$ cat config.mk
export PLATFORM = sky130hd
export DESIGN_NAME = usb_tx_ctrl
export DESIGN_NICKNAME = d
export VERILOG_FILES = /design/src/rtl/usb_tx_ctrl.sv
export SDC_FILE = /design/constraint.sdc
export NUM_CORES = 1
export LEC_CHECK = 0
export ABC_AREA = 1
export CAP_MARGIN = 10
export CORE_UTILIZATION = 53
export CTS_BUF_LIST = sky130_fd_sc_hd__clkbuf_16
export CTS_CLUSTER_SIZE = 16
export DETAILED_ROUTE_END_ITERATION = 16
export GPL_ROUTABILITY_DRIVEN = 0
export MAX_ROUTING_LAYER = met4
export PLACE_DENSITY_LB_ADDON = 0.12
export SKIP_LAST_GASP = 1
export SLEW_MARGIN = 25
export SYNTH_ARGS = -nofsm -noshare
export SYNTH_HDL_FRONTEND = slang
export SYNTH_SLANG_ARGS = --single-unit
$ cat constraint.sdc
create_clock -name clk -period 2.7 [get_ports clk]
set_input_delay 0.405 -clock clk [delete_from_list [all_inputs] [get_ports clk]]
set_output_delay 0.405 -clock clk [all_outputs]
set_load 0.05 [all_outputs]
$ cat src/rtl/usb_tx_ctrl.sv
// rtl/usb_tx_ctrl.sv - USB TX packet sequencer: SYNC, PID, payload, optional CRC16, EOP.
// Optional CRC16 generation and append is enabled by defining USB_TX_CRC16_EN.
module usb_tx_ctrl #(
  parameter int MAX_BYTES = 64,
  parameter int EOP_BITS  = 2
) (
  input  logic       clk,
  input  logic       rst,
  input  logic       tx_start,
  input  logic [3:0] tx_pid,
  input  logic [6:0] tx_len,
  input  logic       fifo_empty,
  input  logic [7:0] fifo_rdata,
  output logic       fifo_rd,
  input  logic       shift_enable,
  input  logic       byte_sent,
  output logic       enable_timer,
  output logic [7:0] tx_byte,
  output logic       load_byte,
  output logic       eop_se0,
  output logic       eop_j,
  output logic       tx_busy,
  output logic       tx_done,
  output logic       tx_error
);
  localparam int EW = (EOP_BITS > 1) ? $clog2(EOP_BITS) : 1;
  localparam logic [EW-1:0] EOP_LAST = EW'(EOP_BITS - 1);
  localparam logic [6:0]    MAX_LEN  = 7'(MAX_BYTES);

`ifdef USB_TX_CRC16_EN
  typedef enum logic [3:0] {IDLE, SYNC, PID, DATA, CRC_LO, CRC_HI, EOP, J, ABORT} state_t;
`else
  typedef enum logic [3:0] {IDLE, SYNC, PID, DATA, EOP, J, ABORT} state_t;
`endif

  function automatic logic is_hs(input logic [3:0] p);
    return (p == 4'h2) || (p == 4'hA) || (p == 4'hE);
  endfunction

  function automatic logic is_data(input logic [3:0] p);
    return (p == 4'h3) || (p == 4'hB);
  endfunction

  state_t        state, state_n;
  logic [3:0]    pid_q, pid_n;
  logic [6:0]    rem, rem_n;
  logic [EW-1:0] eop_cnt, eop_cnt_n;
  logic [7:0]    tx_byte_n;
  logic          load_n, rd_n, en_n, se0_n, j_n, done_n, err_n;
  logic          start_ok;

  assign start_ok = (state == IDLE) && tx_start && (is_hs(tx_pid) || is_data(tx_pid));
  assign tx_busy  = (state != IDLE);

`ifdef USB_TX_CRC16_EN
  logic [15:0] crc;

  // Reflected form of x^16+x^15+x^2+1, consuming the byte LSB first.
  function automatic logic [15:0] crc16_byte(input logic [15:0] c, input logic [7:0] d);
    logic [15:0] r;
    r = c ^ {8'h00, d};
    for (int i = 0; i < 8; i++) begin
      r = r[0] ? ((r >> 1) ^ 16'hA001) : (r >> 1);
    end
    return r;
  endfunction
`endif

  always_comb begin
    state_n   = state;
    pid_n     = pid_q;
    rem_n     = rem;
    eop_cnt_n = eop_cnt;
    tx_byte_n = tx_byte;
    load_n    = 1'b0;
    rd_n      = 1'b0;
    en_n      = enable_timer;
    se0_n     = eop_se0;
    j_n       = eop_j;
    done_n    = 1'b0;
    err_n     = 1'b0;
    case (state)
      IDLE: begin
        if (start_ok) begin
          state_n   = SYNC;
          pid_n     = tx_pid;
          rem_n     = is_data(tx_pid) ? ((tx_len > MAX_LEN) ? MAX_LEN : tx_len) : 7'd0;
          eop_cnt_n = '0;
          tx_byte_n = 8'h80;
          load_n    = 1'b1;
          en_n      = 1'b1;
        end
      end
      SYNC: begin
        if (byte_sent) begin
          state_n   = PID;
          tx_byte_n = {~pid_q, pid_q};
          load_n    = 1'b1;
        end
      end
      // Each byte_sent here is the load point for the following byte.
      PID, DATA: begin
        if (byte_sent) begin
          if (rem == 7'd0) begin
`ifdef USB_TX_CRC16_EN
            if (is_data(pid_q)) begin
              state_n   = CRC_LO;
              tx_byte_n = ~crc[7:0];
              load_n    = 1'b1;
            end else begin
              state_n = EOP;
              se0_n   = 1'b1;
            end
`else
            state_n = EOP;
            se0_n   = 1'b1;
`endif
          end else if (fifo_empty) begin
            state_n = ABORT;
            en_n    = 1'b0;
            se0_n   = 1'b1;
          end else begin
            state_n   = DATA;
            tx_byte_n = fifo_rdata;
            load_n    = 1'b1;
            rd_n      = 1'b1;
            rem_n     = rem - 7'd1;
          end
        end
      end
`ifdef USB_TX_CRC16_EN
      CRC_LO: begin
        if (byte_sent) begin
          state_n   = CRC_HI;
          tx_byte_n = ~crc[15:8];
          load_n    = 1'b1;
        end
      end
      CRC_HI: begin
        if (byte_sent) begin
          state_n = EOP;
          se0_n   = 1'b1;
        end
      end
`endif
      EOP: begin
        if (shift_enable) begin
          if (eop_cnt == EOP_LAST) begin
            state_n   = J;
            eop_cnt_n = '0;
            se0_n     = 1'b0;
            j_n       = 1'b1;
          end else begin
            eop_cnt_n = eop_cnt + 1'b1;
          end
        end
      end
      J: begin
        if (shift_enable) begin
          state_n = IDLE;
          j_n     = 1'b0;
          en_n    = 1'b0;
          done_n  = 1'b1;
        end
      end
      ABORT: begin
        state_n = IDLE;
        se0_n   = 1'b0;
        err_n   = 1'b1;
      end
      default: state_n = IDLE;
    endcase
  end

  always_ff @(posedge clk) begin
    if (rst) begin
      state        <= IDLE;
      pid_q        <= 4'h0;
      rem          <= 7'd0;
      eop_cnt      <= '0;
      tx_byte      <= 8'h00;
      load_byte    <= 1'b0;
      fifo_rd      <= 1'b0;
      enable_timer <= 1'b0;
      eop_se0      <= 1'b0;
      eop_j        <= 1'b0;
      tx_done      <= 1'b0;
      tx_error     <= 1'b0;
    end else begin
      state        <= state_n;
      pid_q        <= pid_n;
      rem          <= rem_n;
      eop_cnt      <= eop_cnt_n;
      tx_byte      <= tx_byte_n;
      load_byte    <= load_n;
      fifo_rd      <= rd_n;
      enable_timer <= en_n;
      eop_se0      <= se0_n;
      eop_j        <= j_n;
      tx_done      <= done_n;
      tx_error     <= err_n;
    end
  end

`ifdef USB_TX_CRC16_EN
  // The popped byte is still held in tx_byte during the fifo_rd cycle.
  always_ff @(posedge clk) begin
    if (rst || start_ok) begin
      crc <= 16'hFFFF;
    end else if (fifo_rd) begin
      crc <= crc16_byte(crc, tx_byte);
    end
  end
`endif
endmodule

==> After elaboration in Yosys (flattened, before gate mapping) <==
Cells that the tools add are included.
{ "word_totals": {"wordCells": 114, "register_bits": 31} }
{ "op_classes": {"reduce_logical": 26, "magnitude_cmp": 1, "eq_ne": 21, "mux": 49, "n_bitwise": 3, "add_sub_neg": 2} }
{ "ops": {"columns": ["cell", "count"], "rows": [
  ["2-to-1 mux 7 bit", 6],
  ["2-to-1 mux 8 bit", 5],
  ["2-to-1 mux 4 bit", 6],
  ["case mux 8 bit (3 select lines)", 1],
  ["2-to-1 mux 1 bit", 22],
  ["case mux 4 bit (5 select lines)", 1],
  ["!= test 2 bit (second input constant)", 9],
  ["AND reduction 6 bit", 3],
  ["equality test 4 x 2 -> 1 bit (second input constant)", 4],
  ["case mux 7 bit (2 select lines)", 1],
  ["equality test 4 x 3 -> 1 bit (second input constant)", 3],
  ["equality test 4 bit (second input constant)", 3],
  ["AND reduction 5 bit", 2],
  ["case mux 1 bit (3 select lines)", 3],
  ["nonzero test 3 bit", 3],
  ["greater-than comparator 7 bit (second input constant)", 1],
  ["zero test 7 bit", 1],
  ["subtractor 7 x 1 -> 7 bit (second input constant)", 1],
  ["2-to-1 mux 3 bit", 2],
  ["nonzero test 2 bit", 3],
  ["OR reduction 2 bit", 3],
  ["equality test 4 x 1 -> 1 bit (second input constant)", 1],
  ["zero test 4 bit", 1],
  ["logical OR 1 bit", 4],
  ["other kinds (10)", 13]
]} }

==> Longest topological paths before layout <==
{ "logic_depth": {"word_depth": 7, "mapped_depth": 10} }

==> Worst setup path before layout <==
Ideal clock, no wire load.
{ "synth_path": {"path_type": "register -> register", "from": "register state[2]", "to": "register tx_byte[7]", "path_slack_ns": 1.109, "setup_time_ns": 0.113, "path_buffers": 1, "path_stages_with_launch": 10, "arrival_time_ns": 1.478, "path_cell_list": "dfxtp_1 clkbuf_8 inv_2 nand2_1 nor2_4 nor2_4 nand2_4 inv_4 nor2_1 nor2_1"} }
{ "synth_via": {"elab_chain_len": 5, "word_cells_on_any_way": 15} }
{ "synth_lines": {"columns": ["element", "line", "rtl"], "rows": [
  ["from (decl)", "44", "state_t state, state_n;"],
  ["from (signal assigned)", "190", "state <= state_n;"],
  ["zero test 4 bit", "52, 82", null],
  ["logical AND 1 bit (2 in a row)", "52", "assign start_ok = (state == IDLE) && tx_start && (is_hs(tx_pid) || is_data(tx_pid));"],
  ["!= test 2 bit (no line)", null, null],
  ["AND reduction 6 bit (no line)", null, null],
  ["to (signal assigned)", "194", "tx_byte <= tx_byte_n;"],
  ["to (decl)", "18", "output logic [7:0] tx_byte,"]
]} }
Several ways; a longest one is shown, not always the timed one.
A chain may end at the register's enable or synchronous reset.

==> Worst setup path in the final report <==
{ "layout_path": {"from": "register state[2]", "to": "output tx_busy"} }
{ "layout_via": {"elab_chain_len": 1} }
{ "layout_lines": {"columns": ["element", "line", "rtl"], "rows": [
  ["nonzero test 4 bit", "53", "assign tx_busy = (state != IDLE);"],
  ["to (decl)", "22", "output logic tx_busy,"]
]} }
Every way passes these cells.

==> qor.txt <==
status -> completed
Area growth, synth to finish -> 34.3%
PostCTS Resize Cnt -> 0
Cell Area, Synth -> 0.00169 mm2
internal power -> 0.00131 W
Tot GR Track Use -> 26.6%
worst hold slack -> 460 ps
sequential area share after synthesis -> 35.6%
maximum vdd drop -> 0.694 mV
Setup Buffers After CTS -> 0
largest family of logic cells by synthesized area -> simple AND/OR/NAND/NOR gates
hold buffer count at cts -> 0
Avg WL per Cell -> 12.1 um
Yosys warnings -> 0
Synth Area in Compound Gates -> 12.8%
core area -> 0.00303 mm2
leakage power -> 0.996 nW
post-route ant nets -> 0
cell taking the most area after synthesis -> dfxtp_1
DRC -> 0
CTS tree -> yes
Final nets -> 322
max-slew violation count -> 0
layout cells sized above 1 -> 9.09%
Initial DRC Count -> 89
most area-consuming cells after synthesis -> dfxtp_1 36%, nor2_1 12%, nand2_1 12%
largest net degree at the start of global routing -> 24
Post-Synth Simple-Gate Area -> 42.7%
Max Cap Viol -> 0
final setup vio count -> 0
Crit Path Max Fanout -> 9
TritonCTS sink count -> 30
Clk pwr share -> 21.6%
Tcrit/Tclk final -> 82.9%
post-synthesis xor/xnor area fraction -> 0.519%
crit path kind -> flop to output pin
Post-Syn Nets -> 278
ys flop type -> dfxtp_1
vias in the first global route -> 1526
Placement Cell Area -> 0.00213 mm2
adder-cell area share of the yosys netlist -> 0.742%
PD cells -> 1050 mW/mm2
grt total ovfl -> 0
via/cell ratio -> 5.24
final instance area -> 0.00226 mm2
root buffer cell -> clkbuf_16
Seq cells post-synth -> 30
die area -> 0.00341 mm2
Layout Skew -> 3.21 ps
post-synthesis mux area share -> 0%
Fin. Hold Viols -> 0
fin util -> 74.8%
HPWL after detailed placement -> 2940 um
most frequent cell after synthesis -> nor2_1
initial core utilization -> 55.7%
setup TNS -> 0 ps
htree depth -> 2
DR pass1 iterations -> 4
Total Power -> 0.00238 W
final WL -> 4140 um
fmax -> 447 MHz
min-delay worst type -> flop to flop
reg2reg setup slack -> 890 ps
sw power -> 0.00107 W
Slew @ Worst Pin -> 685 ps
syn avg cell area -> 6.69 um2
Synth cell types -> 33
Slew headroom -> 54.3%
# diodes -> 0
Worst-path clk slew -> 50 ps
initial antenna violation count -> 0
DR vias -> 1787
Post-Syn Instances -> 252
Rows -> 20
Max Root-Sink Buffers -> 2
Flop pwr share -> 26.7%
Net Sw Frac -> 45.0%
Synth async-reset ratio -> 0%
worst skew pair latency -> 270 ps
top-area cell type share of the netlist area -> 35.6%
Final min period -> 2240 ps
number of port buffers -> 40
Post-synth top cells -> 56 x nor2_1, 54 x nand2_1, 30 x dfxtp_1, 20 x o21ai_0, 19 x inv_1
CP Capture Type -> output pin
number of CTS-inserted buffers -> 5
Die Y-Extent -> 58.4 um
required time worst endpoint -> 2300 ps
Die X -> 58.4 um
top-level port count -> 41
Post-synth EDFFs -> 0
crit path DAT -> 1830 ps
startpoint types -> flop
RSZ-0062 raised after global routing -> false
global-route wire length before repair -> 6700 um
combinational share of power -> 51.8%
[power by group through the flow]
stage	clock network (W)	logic [W]	registers, W
after global routing	0.000533	0.00134	0.000645
after floorplan	0	0.000685	0.000855
after detailed placement	0	0.00120	0.000640
final	0.000513	0.00123	0.000634
after global placement	0	0.00120	0.000637
after CTS	0.000513	0.00122	0.000633
[path summary, 6_finish.rpt]
| kind | startpoint | endpoint | cells past startpoint |
|---|---|---|---|
| setup / recovery | state[2] | tx_busy | 4 |
| setup reg to reg | rem[0] | rem[4] | 9 |
| hold / removal | eop_se0 | eop_se0 | 2 |
| hold reg to reg | eop_se0 | eop_se0 | 2 |
[registers in the layout, indices dropped and copies added (netlist names)]
signal / flops
enable_timer: 1
state: 3
fifo_rd: 1
eop_se0: 1
eop_j: 1
tx_error: 1
pid_q: 4
tx_byte: 8
load_byte: 1
rem: 7
eop_cnt: 1
tx_done: 1
[metal layers]
metal,wire length (um),vias up,global-route usage [%]
met2,2000,67,44.3
met5,0,-,-
met4,48,0,9.18
met3,287,8,5.71
met1,1800,805,32.0
li1,-,907,-
[area by class of cell]
type | instances | area (um2)
clock inverter | 3 | 12.5
multi-input combinational | 192 | 956
sequential | 30 | 601
inverter | 25 | 100
timing repair buffer | 42 | 415
fill | 240 | 763
tap | 44 | 55.1
clock buffer | 5 | 125
[cells by family (layout without fill, tap and decap cells)]
family,Yosys count,in the layout
AO/OA/AOI/OAI,38,38
XOR/XNOR,1,1
adder cells (fa/ha/maj),1,1
buffers and inverters,30,75
flip-flops,30,30
AND/OR/NAND/NOR,152,152
[placed cells by master, fill, tap and decap left out, drive strengths merged]
| master | instances |
|---|---|
| nand2 | 58 |
| clkbuf | 5 |
| ha | 1 |
| buf | 2 |
| clkdlybuf4s50 | 40 |
| nor2 | 61 |
| o211ai | 1 |
| nor4 | 1 |
| o211a | 1 |
| dfxtp | 30 |
| xor2 | 1 |
| clkinv | 3 |
| inv | 25 |
| nor3 | 4 |
| a21oi | 9 |
| nand4 | 6 |
| o21ai | 21 |
| nand3b | 4 |
| o21bai | 1 |
| nand3 | 18 |
| a22o | 1 |
| a22oi | 4 |
[through the flow]
| stage | setup slack, ps | instances |
|---|---|---|
| global placement | 785 | 333 |
| global route | 406 | 341 |
| floorplan | 1110 | 252 |
| finish | 461 | 341 |
| detailed placement | 766 | 333 |
| CTS | 473 | 341 |
[worst max-delay path, cell delays in order (launching register included)]
cell	delay, ps
dfxtp_1	300
buf_4	190
inv_2	90
nand2_1	150
clkdlybuf4s50_1	820
Note: power is estimated with default switching activity, not from simulation.
